--- src/rtl/flag_unit.sv ---
// flag_unit: condition-flag producer for branch_cntrl.
// Holds {n,z,v} from execute-stage results, applying opcode-dependent update masks.
// flag_fwd gives a same-cycle bypass, and a committed HLT freezes the unit until reset.
//
// Commit semantics: the execute-stage instruction is consumed exactly once.
// That happens on the rising edge of a cycle where ex_valid=1, stall=0, flush=0
// and the unit is in RUN. While stall is held, the instruction is simply re-presented.
// flush drops it outright, even when stall is also high.
module flag_unit #(
    parameter int          DW       = 16,
    parameter logic [2:0]  FLAG_RST = 3'b000
) (
    input  logic          clk,
    input  logic          rst_n,
    input  logic          ex_valid,
    input  logic [3:0]    opcode,
    input  logic [DW-1:0] alu_a,
    input  logic [DW-1:0] alu_b,
    input  logic [DW-1:0] alu_out,
    input  logic          stall,
    input  logic          flush,
    output logic [2:0]    flag_out,
    output logic [2:0]    flag_fwd,
    output logic          flag_upd,
    output logic          halted
);

    localparam logic [3:0] OP_ADD    = 4'h0;
    localparam logic [3:0] OP_PADDSB = 4'h1;
    localparam logic [3:0] OP_SUB    = 4'h2;
    localparam logic [3:0] OP_AND    = 4'h3;
    localparam logic [3:0] OP_NOR    = 4'h4;
    localparam logic [3:0] OP_SLL    = 4'h5;
    localparam logic [3:0] OP_SRL    = 4'h6;
    localparam logic [3:0] OP_SRA    = 4'h7;
    localparam logic [3:0] OP_HLT    = 4'hF;

    localparam int MSB = DW - 1;

    // halted is a direct decode of this state register, so the FSM state is always visible.
    typedef enum logic {
        RUN  = 1'b0,
        HALT = 1'b1
    } state_t;

    state_t state, state_nxt;

    logic            commit;
    logic [2:0]      upd_mask;    // bit order {n,z,v}
    logic [2:0]      flag_new;
    logic [2:0]      flag_nxt;
    logic [DW-2:0]   a_low;
    logic [DW-2:0]   b_low;
    logic            carry_add;
    logic            carry_sub;
    logic            raw_add_msb;
    logic            raw_sub_msb;
    logic            v_add;
    logic            v_sub;

    assign commit = ex_valid & ~stall & ~flush & (state == RUN);
    assign halted = (state == HALT);

    // Opcode-dependent update mask. Opcodes that leave flags alone, including HLT, get an empty mask.
    always_comb begin
        upd_mask = 3'b000;
        case (opcode)
            OP_ADD, OP_SUB:                          upd_mask = 3'b111;
            OP_AND, OP_NOR, OP_SLL, OP_SRL, OP_SRA:  upd_mask = 3'b010;
            OP_PADDSB:                               upd_mask = 3'b000;
            default:                                 upd_mask = 3'b000;
        endcase
    end

    // Overflow is taken from the raw wrapped sum/difference, not the saturated alu_out.
    // Only the raw MSB matters. It equals a^b^carry-into-MSB (with b inverted for SUB).
    // The carry out of the low DW-1 bits is found by a compare instead of a full adder.
    always_comb begin
        a_low       = alu_a[DW-2:0];
        b_low       = alu_b[DW-2:0];
        carry_add   = (a_low > ~b_low);
        carry_sub   = (a_low >= b_low);
        raw_add_msb = alu_a[MSB] ^ alu_b[MSB] ^ carry_add;
        raw_sub_msb = alu_a[MSB] ^ ~alu_b[MSB] ^ carry_sub;
        v_add       = (alu_a[MSB] == alu_b[MSB]) & (raw_add_msb != alu_a[MSB]);
        v_sub       = (alu_a[MSB] != alu_b[MSB]) & (raw_sub_msb != alu_a[MSB]);
        flag_new    = {alu_out[MSB], (alu_out == '0), (opcode == OP_SUB) ? v_sub : v_add};
        flag_nxt    = (flag_out & ~upd_mask) | (flag_new & upd_mask);
        flag_fwd    = commit ? flag_nxt : flag_out;
    end

    // FSM next state: only a committed HLT leaves RUN, and HALT is left only through reset.
    always_comb begin
        state_nxt = state;
        if (commit && (opcode == OP_HLT)) begin
            state_nxt = HALT;
        end
    end

    // FSM state register.
    always_ff @(posedge clk or negedge rst_n) begin
        if (!rst_n) begin
            state <= RUN;
        end else begin
            state <= state_nxt;
        end
    end

    // Flag register and the one-cycle update pulse.
    always_ff @(posedge clk or negedge rst_n) begin
        if (!rst_n) begin
            flag_out <= FLAG_RST;
            flag_upd <= 1'b0;
        end else begin
            flag_upd <= commit & (|upd_mask);
            if (commit) begin
                flag_out <= flag_nxt;
            end
        end
    end

endmodule

--- config.mk ---
export PLATFORM = sky130hd
export DESIGN_NAME = flag_unit
export DESIGN_NICKNAME = d
export VERILOG_FILES = /design/src/rtl/flag_unit.sv
export SDC_FILE = /design/constraint.sdc
export NUM_CORES = 1
export LEC_CHECK = 0
export CAP_MARGIN = 20
export CORE_UTILIZATION = 37
export CTS_CLUSTER_DIAMETER = 150
export DETAILED_ROUTE_END_ITERATION = 10
export GPL_ROUTABILITY_DRIVEN = 0
export HOLD_SLACK_MARGIN = 0.05
export PLACE_DENSITY = 0.82
export SYNTH_ARGS = -nofsm -noshare
export SYNTH_HDL_FRONTEND = slang
export SYNTH_SLANG_ARGS = --single-unit
--- constraint.sdc ---
create_clock -name clk -period 2.2 [get_ports clk]
set_input_delay 0.22 -clock clk [delete_from_list [all_inputs] [get_ports clk]]
set_output_delay 0.22 -clock clk [all_outputs]
set_load 0.01 [all_outputs]
# == After elaboration in Yosys (flattened, before gate mapping) ==
# Memory sizes are Yosys's and may differ from the RTL's.
# Cells that the tools add are included.
# totals
register_bits,5
mem_bits_ro,24
input_bits,57
out_inout_bits,8
elab_cells,37
n_memories,1
# mem_list
memory,words,word_bits,rd,rd_clocked_by_memory_dff,wr,line_no,rtl
(no name shown),8,3,1,0,0,67,case (opcode)
# op_classes
magnitude_cmp,2
eq_ne,6
mux,3
n_bitwise,19
reduce_logical,3
# op_table
op,n
$logic_not 16->1,1
$ge 15x15->1,1
$gt 15x15->1,1
$not 15->15,1
$and 1x1->1,6
$and 3x3->3,2
$mux 3,2
$eq 4x2->1 const B,1
$eq 4x4->1 const B,1
$not 1->1,4
$xor 1x1->1,4
$ne 1x1->1,3
$not 3->3,1
$or 3x3->3,1
$reduce_or 3->1,1
$eq 1x1->1,1
$logic_and 1x1->1,1
$mux 1,1

# == Depth between registers and ports, before layout ==
# Gate-level depths: netlist of the first run.
# logic_depth
ltp_word,9
depth_mapped,8
mapped_depth_nobuf,8

# == Least setup slack after synthesis of the first run ==
# No wires, ideal clock.
# synth_path
path_kind,input to output
from,input port alu_b[2]
to,output port flag_fwd[0]
arrival_time_ns,1.963
setup_slack_ns,0.017
path_stages,8
path_cell_list,inv_1 ha_1 nor3_1 o31a_1 o311a_1 o41ai_2 mux2i_1 a22oi_1
# synth_between
elab_chain_len,9
# synth_rtl
item,line_no,rtl
from (decl),18,"input logic [DW-1:0] alu_b,"
$not 15->15,81,carry_add = (a_low > ~b_low);
$gt 15x15->1,81,
$xor 1x1->1,83,raw_add_msb = alu_a[MSB] ^ alu_b[MSB] ^ carry_add;
$ne 1x1->1,85,v_add = (alu_a[MSB] == alu_b[MSB]) & (raw_add_msb != alu_a[MSB]);
$and 1x1->1,85,
$mux 1 *,87,"flag_new = {alu_out[MSB], (alu_out == '0), (opcode == OP_SUB) ? v_sub : v_add};"
$and 3x3->3 *,88,flag_nxt = (flag_out & ~upd_mask) | (flag_new & upd_mask);
$or 3x3->3 *,88,
$mux 3 *,--,
to (decl),23,"output logic [2:0] flag_fwd,"
# Every way passes the cells marked *; elsewhere a longest branch is shown, timed or not.

# == Worst setup path in the final report of the first run ==
# Ends and elaborated chain as after synthesis.

==> results of run 1 <==
report_power, final:
group	switching [mW]	internal, mW	total [mW]	leakage (nW)
Sequential	0.00921	0.107	0.116	0.0653
Combinational	0.180	0.262	0.441	0.924
Clock	0.0370	0.0685	0.106	0.0150
Total	0.226	0.437	0.663	1.00
timing repair:
action | in CTS | in global routing
setup endpoints to repair | 4 | 3
setup buffers | 4 | 1
gates resized for setup | 116 | 18
pin swaps | 17 | 11
final cells by class:
type,count,area share
multi-input cells,95,0.492
repair buffers,95,0.385
flip-flops and latches,5,0.0566
inverters,21,0.0379
well taps,30,0.0170
clock buffers,4,0.0119
through the flow:
| stage | hold slack [ps] | setup TNS [ps] | instance area [um2] | utilization | total power [mW] |
|---|---|---|---|---|---|
| after floorplan | -75.6 | 0 | 1010 | - | 0.240 |
| after detailed placement | 456 | -2810 | 1890 | 0.748 | 0.475 |
| final | 204 | -172 | 2210 | 0.877 | 0.663 |
| after global routing | 224 | -275 | 2210 | 0.877 | 0.707 |
| after global placement | 449 | -2500 | 1890 | 0.748 | 0.461 |
| after CTS | 212 | -180 | 2160 | 0.858 | 0.635 |
flip-flops by register name (all words and copies together), names as in the netlist:
register	cells
flag_out	3
flag_upd	1
halted	1
worst min-delay path by stage:
stage	from	endpoint
5_1_grt	rst_n	halted
3_5_place_dp	rst_n	flag_out[0]
3_3_place_gp	rst_n	flag_out[1]
4_1_cts	rst_n	flag_out[2]
2_1_floorplan	rst_n	flag_out[0]
6_report	rst_n	flag_out[2]
layout by cell type (no fill, tap or decap), drive strengths merged, types with 3 or more instances in the layout:
cell type	instances
a21oi	8
nor2	7
inv	21
ha	30
clkbuf	7
clkdlybuf4s50	33
nand4	6
clkdlybuf4s15	7
dlygate4sd2	11
nor4	8
nand2	3
mux2i	3
o21ai	3
dfrtp	5
buf	40
cells by family after synthesis:
logic type / after synthesis
AND/OR/NAND/NOR: 36
buffers and inverters: 21
flip-flops: 5
AO/OA/AOI/OAI: 24
adder cells (fa/ha/maj): 30
multiplexers: 5
per-layer routing:
| metal | track usage | part of all wire | wire, um |
|---|---|---|---|
| met5 | 0 | 0 | 0 |
| met4 | 0.0812 | 0.022 | 82 |
| met3 | 0.0306 | 0.059 | 223 |
| met2 | 0.512 | 0.55 | 2080 |
| met1 | 0.261 | 0.37 | 1420 |
==> impl_metrics.csv, run 1 <==
group,metric,value,unit
yosys,synth_commonest_cells,"30 x ha_1, 21 x inv_1, 8 x a21oi_1, 8 x nor4_1, 7 x nor2_1",
setup_path,cp_top_family,"compound AO/OA/AOI/OAI gates",
clock_network,clock_sinks,5,
yosys,yosys_warnings,0,
die,die_y,54.3,um
yosys,yosysUniqueCellTypes,33,
detailed_routing,ant_nets,0,
global_route,overflow,0,
sta,rsz0062_at_grt,"yes",
layout,finalNetCount,308,
global_route,antenna_found_initial,0,
outcome,status,"complete, but fails checks",
clock_network,clk_path_buf_depth,2,
yosys,synth_edf_count,0,
yosys,ys.flop_type,"dfrtp_1",
sta,fin_ws,-172,ps
setup_path,rrSetupSlack,400,ps
yosys,synth_area,0.00101,mm2
setup_path,critical_path_cell_count,10,
setup_path,worst-setup-path-type,"input port to output port",
clock_network,root_buffer,"clkbuf_4",
detailed_routing,drt_iter0_markers,18,
detailed_routing,drc_errors,0,
clock_network,cts_tree,"done",
clock_network,cts_made_buffers,3,
setup_path,endpoint,"flag_fwd[0]",
sta,min_period,2370,ps
yosys,yosys.area.top_type_share,0.370,
setup_path,cp_slowest_cell,"o41ai_2",
setup_path,cp_max_fo,3,
yosys,synth_adder_area_share,0.370,
setup_path,end_kind,"output port",
yosys,synthesis.nets,208,
yosys,synth_simple_gate_area_frac,0.210,
hold_path,hp-class,"input port to asynchronous set/reset pin",
sta,maxSlewViolCount,0,
placement,placed_cells,241,
clock_network,clock_latency,240,ps
clock_network,cts_hold_buf,0,
yosys,synth_compound_area_frac,0.167,
detailed_routing,viasPerCell,5.36,
pwr,p_leak,1.00,nW
clock_network,htree_levels,1,
global_route,grt_pass1_wl,5420,um
setup_path,r2r-start,"halted",
layout,multi_input_area,0.00109,mm2
global_route,grt_pass1_vias,1344,
layout,fin_cells,250,
die,initial_core_util,0.402,
yosys,synth-seq-area-share,0.123,
die,dieWidth,54.3,um
setup_path,cp_slowest_stage_delay,370,ps
yosys,ys_ff_latch,5,
setup_path,cp_data_arrival_time,2150,ps
die,die_area,0.00295,mm2
die,fp-row-count,18,
detailed_routing,wl_per_cell,15.2,um
sta,worstMarginPinSlew,345,ps
die,boundaryPins,65,
setup_path,cp_num_buf_inv,3,
global_route,grtUsageTotal,0.253,
pwr,power.density,300,mW/mm2
yosys,yosys.area.top_type,"ha_1",
layout,layout-drive-gt1-share,0.436,
outcome,violations,"setup timing",
yosys,synth_most_common_cell,"ha_1",
setup_path,path_cells,"buf_8 -> inv_4 -> ha_4 -> nor3_2 -> o31a_1 -> o311a_1 -> o41ai_2 -> mux2i_1 -> a22oi_2 -> buf_2",
pwr,ir_worst_vdd,0.393,mV
yosys,synthMuxAreaShare,0.0519,
sta,finalSetupViolations,1,
yosys,syn-mean-instance-area,8.38,um2
sta,fmax,422,MHz
yosys,synthCells,121,
placement,dpl_worst_slack,-1070,ps
layout,antenna_cells,0,
layout,area_growth_syn_to_layout,118,%
detailed_routing,vias,1340,
flow_run,maxCapViolations,0,
yosys,synthXorXnorAreaFrac,0,
setup_path,cp.required,1980,ps
setup_path,timing.rr.end,"flag_out[0]",
detailed_routing,totalWireLength,3800,um
global_route,grt_max_degree,7,
setup_path,critPathLaunch,"alu_b[2]",
sta,hold_viol,0,
placement,port_buffers,64,
setup_path,r2r_cells,7,
yosys,synth_top_family_by_area,"adder cells",
sta,finClkSkew,3.83,ps
placement,dp_hpwl,2660,um
layout,nFillCells,126,
yosys,async_reset_ff_frac,1.00,
clock_network,clk_pin_slew_worst_paths,50,ps
sta,relSlewSlack,0.768,
setup_path,critPathLaunchType,"input port",
layout,register_area,125,um2
yosys,synth_area_leaders,"ha_1 37%, dfrtp_1 12%, inv_1 7.8%",
detailed_routing,dr.pass1.iters,4,
die,core,0.00252,mm2
sta,fin_crit_sh,1.08,
Note: power is estimated with default switching activity, not from simulation.
==> run 2, diff against run 1 <==
- SLEW_MARGIN: default -> 10
==> results of run 2 <==
Same layout as run 1: the final DEF is identical, and so are final timing and power.
==> run 3, diff against run 2 <==
- CORE_MARGIN: default -> 5
==> run 3 against run 2 <==
Effect of this change:
- critical endpoint unchanged
- critical path type unchanged
- sequential power is essentially flat
- count of clock-buffer cells in the layout unchanged
- clock skew up 2.9 ps
- the run still ends with setup timing left
==> impl_metrics.csv, run 3 (synthesis gave the netlist of run 1 again) <==
group,metric,value,unit
pwr,comb_power_share,0.660,
pwr,p_int,0.428,mW
setup_path,critPathLaunchType,"input port",
pwr,switchingPower,0.232,mW
layout,finalCoreUtilization,0.809,
placement,port_buffers,64,
sta,fin_crit_sh,1.04,
pwr,power.density,304,mW/mm2
flow_run,maxCapViolations,0,
setup_path,cp_slowest_cell,"a211o_1",
setup_path,end_kind,"output port",
setup_path,cp_max_fo,4,
clock_network,cts_tree,"done",
setup_path,worst-setup-path-type,"input port to output port",
layout,antenna_cells,0,
sta,finClkSkew,6.72,ps
pwr,sw_frac_of_total,0.352,
layout,largest_reg_flops,3,
pwr,pwr-share-seq,0.175,
layout,largest_register,"flag_out",
die,initial_core_util,0.377,
hold_path,hp-class,"input port to asynchronous set/reset pin",
setup_path,rrSetupSlack,660,ps
detailed_routing,wl_per_cell,16.4,um
global_route,grtUsageTotal,0.209,
clock_network,clock_latency,240,ps
setup_path,cp_data_arrival_time,2070,ps
clock_network,clk_pin_slew_worst_paths,50,ps
sta,hold_slack,214,ps
setup_path,cp.required,1980,ps
setup_path,cp_num_buf_inv,4,
layout,final_cell_mix,"28 x clkdlybuf4s50_1, 26 x buf_4, 15 x dlygate4sd2_1",
pwr,ir_worst_vdd,0.302,mV
clock_network,htree_levels,1,
detailed_routing,ant_nets,0,
sta,relSlewSlack,0.772,
pwr,p_leak,0.976,nW
placement,dpl_worst_slack,-1100,ps
sta,maxSlewViolCount,0,
global_route,grt_max_degree,7,
detailed_routing,drc_errors,0,
setup_path,cp_slowest_stage_delay,320,ps
die,die_y,62.3,um
pwr,clockPowerShare,0.165,
setup_path,r2r_cells,5,
clock_network,cts_made_buffers,3,
die,fp-row-count,19,
clock_network,clk_path_buf_depth,2,
global_route,grt_pass1_wl,6790,um
sta,rsz0062_at_grt,"yes",
layout,layout_commonest_cell,"clkdlybuf4s50_1",
global_route,overflow,0,
outcome,status,"complete, but fails checks",
clock_network,root_buffer,"clkbuf_4",
die,boundaryPins,65,
clock_network,clock_sinks,5,
die,die_area,0.00389,mm2
setup_path,cp_top_family,"buffers and inverters",
sta,fmax,436,MHz
layout,finalNetCount,306,
sta,finalSetupViolations,1,
die,core,0.00269,mm2
detailed_routing,viasPerCell,5.37,
sta,setup_tns,-92.9,ps
sta,min_period,2290,ps
setup_path,path_cells,"dlygate4sd2_1 -> inv_1 -> ha_4 -> buf_4 -> nand4_1 -> nor2_1 -> a211o_1 -> mux2_4 -> a22oi_2 -> buf_2",
detailed_routing,drt_iter0_markers,22,
layout,layout-drive-gt1-share,0.454,
layout,area_growth_syn_to_layout,114,%
detailed_routing,dr.pass1.iters,5,
placement,dp_hpwl,3060,um
global_route,grt_pass1_vias,1601,
global_route,antenna_found_initial,0,
layout,nFillCells,168,
detailed_routing,totalWireLength,4080,um
clock_network,cts_hold_buf,0,
sta,hold_viol,0,
sta,worstMarginPinSlew,338,ps
setup_path,timing.rr.end,"flag_out[0]",
die,dieWidth,62.3,um
detailed_routing,vias,1337,
outcome,violations,"setup timing",
sta,fin_ws,-92.9,ps
setup_path,r2r-start,"halted",
run 3: cell count changes in the layout (fill, tap and decap cells not counted), sizes merged:
cell / change
clkdlybuf4s15: +3
clkbuf: -2
dlygate4sd2: +4
buf: -1
clkdlybuf4s50: -5
dlymetal6s2s: -1
run 3: per-layer routing:
layer / global-route usage / wire length, um / vias up
li1: - / - / 635
met1: 0.194 / 1430 / 625
met2: 0.422 / 2250 / 69
met3: 0.0577 / 338 / 8
met4: 0.0690 / 63 / 0
met5: 0 / 0 / -
run 3: worst reg2reg max path, delay by kind of cell (launching register included):
kind,cells,cell delay (ps)
AND/OR/NAND/NOR,3,620
multiplexers,1,270
flip-flops,1,370
AO/OA/AOI/OAI,1,180
run 3: final cells by class:
| type | count | area [um2] | share of cell area |
|---|---|---|---|
| Clock buffer | 4 | 26.3 | 0.0121 |
| Sequential cell | 5 | 125 | 0.0576 |
| Timing Repair Buffer | 93 | 818 | 0.377 |
| Tap cell | 31 | 38.8 | 0.0179 |
| Multi-Input combinational cell | 95 | 1080 | 0.498 |
| Inverter | 21 | 81.3 | 0.0374 |
run 3: what timing repair did:
| item | in CTS | in global routing |
|---|---|---|
| pin swaps | 26 | 3 |
| gates resized for setup | 135 | 7 |
| buffers inserted | 3 | 0 |
| setup endpoints to repair | 4 | 3 |
| hold endpoints to repair | 0 | 0 |
run 3: how the worst max path moves through the flow:
stage | start | endpoint | slack (ps) | cells after the start
after floorplan | alu_b[2] | flag_fwd[0] | 20 | 8
after global placement | alu_b[2] | flag_fwd[0] | -1040 | 10
after detailed placement | alu_b[2] | flag_fwd[0] | -1100 | 10
after CTS | alu_b[2] | flag_fwd[0] | -80 | 11
after global routing | alu_a[12] | flag_fwd[0] | -160 | 10
final | alu_b[14] | flag_fwd[0] | -90 | 10
run 3: through the flow:
stage / std cells / area (um2) / power [mW]
2_1_floorplan: 121 / 1010 / 0.240
3_3_place_gp: 242 / 1890 / 0.463
3_5_place_dp: 242 / 1890 / 0.479
4_1_cts: 249 / 2160 / 0.643
5_1_grt: 249 / 2170 / 0.704
6_report: 249 / 2170 / 0.659
run 3: power groups by stage:
stage          Sequential [mW]  Combinational [mW]  Clock [mW]
6_report                 0.115               0.435       0.109
5_1_grt                  0.117               0.469       0.119
4_1_cts                  0.115               0.419       0.109
3_5_place_dp             0.116               0.363           0
3_3_place_gp             0.115               0.348           0
2_1_floorplan            0.122               0.118           0
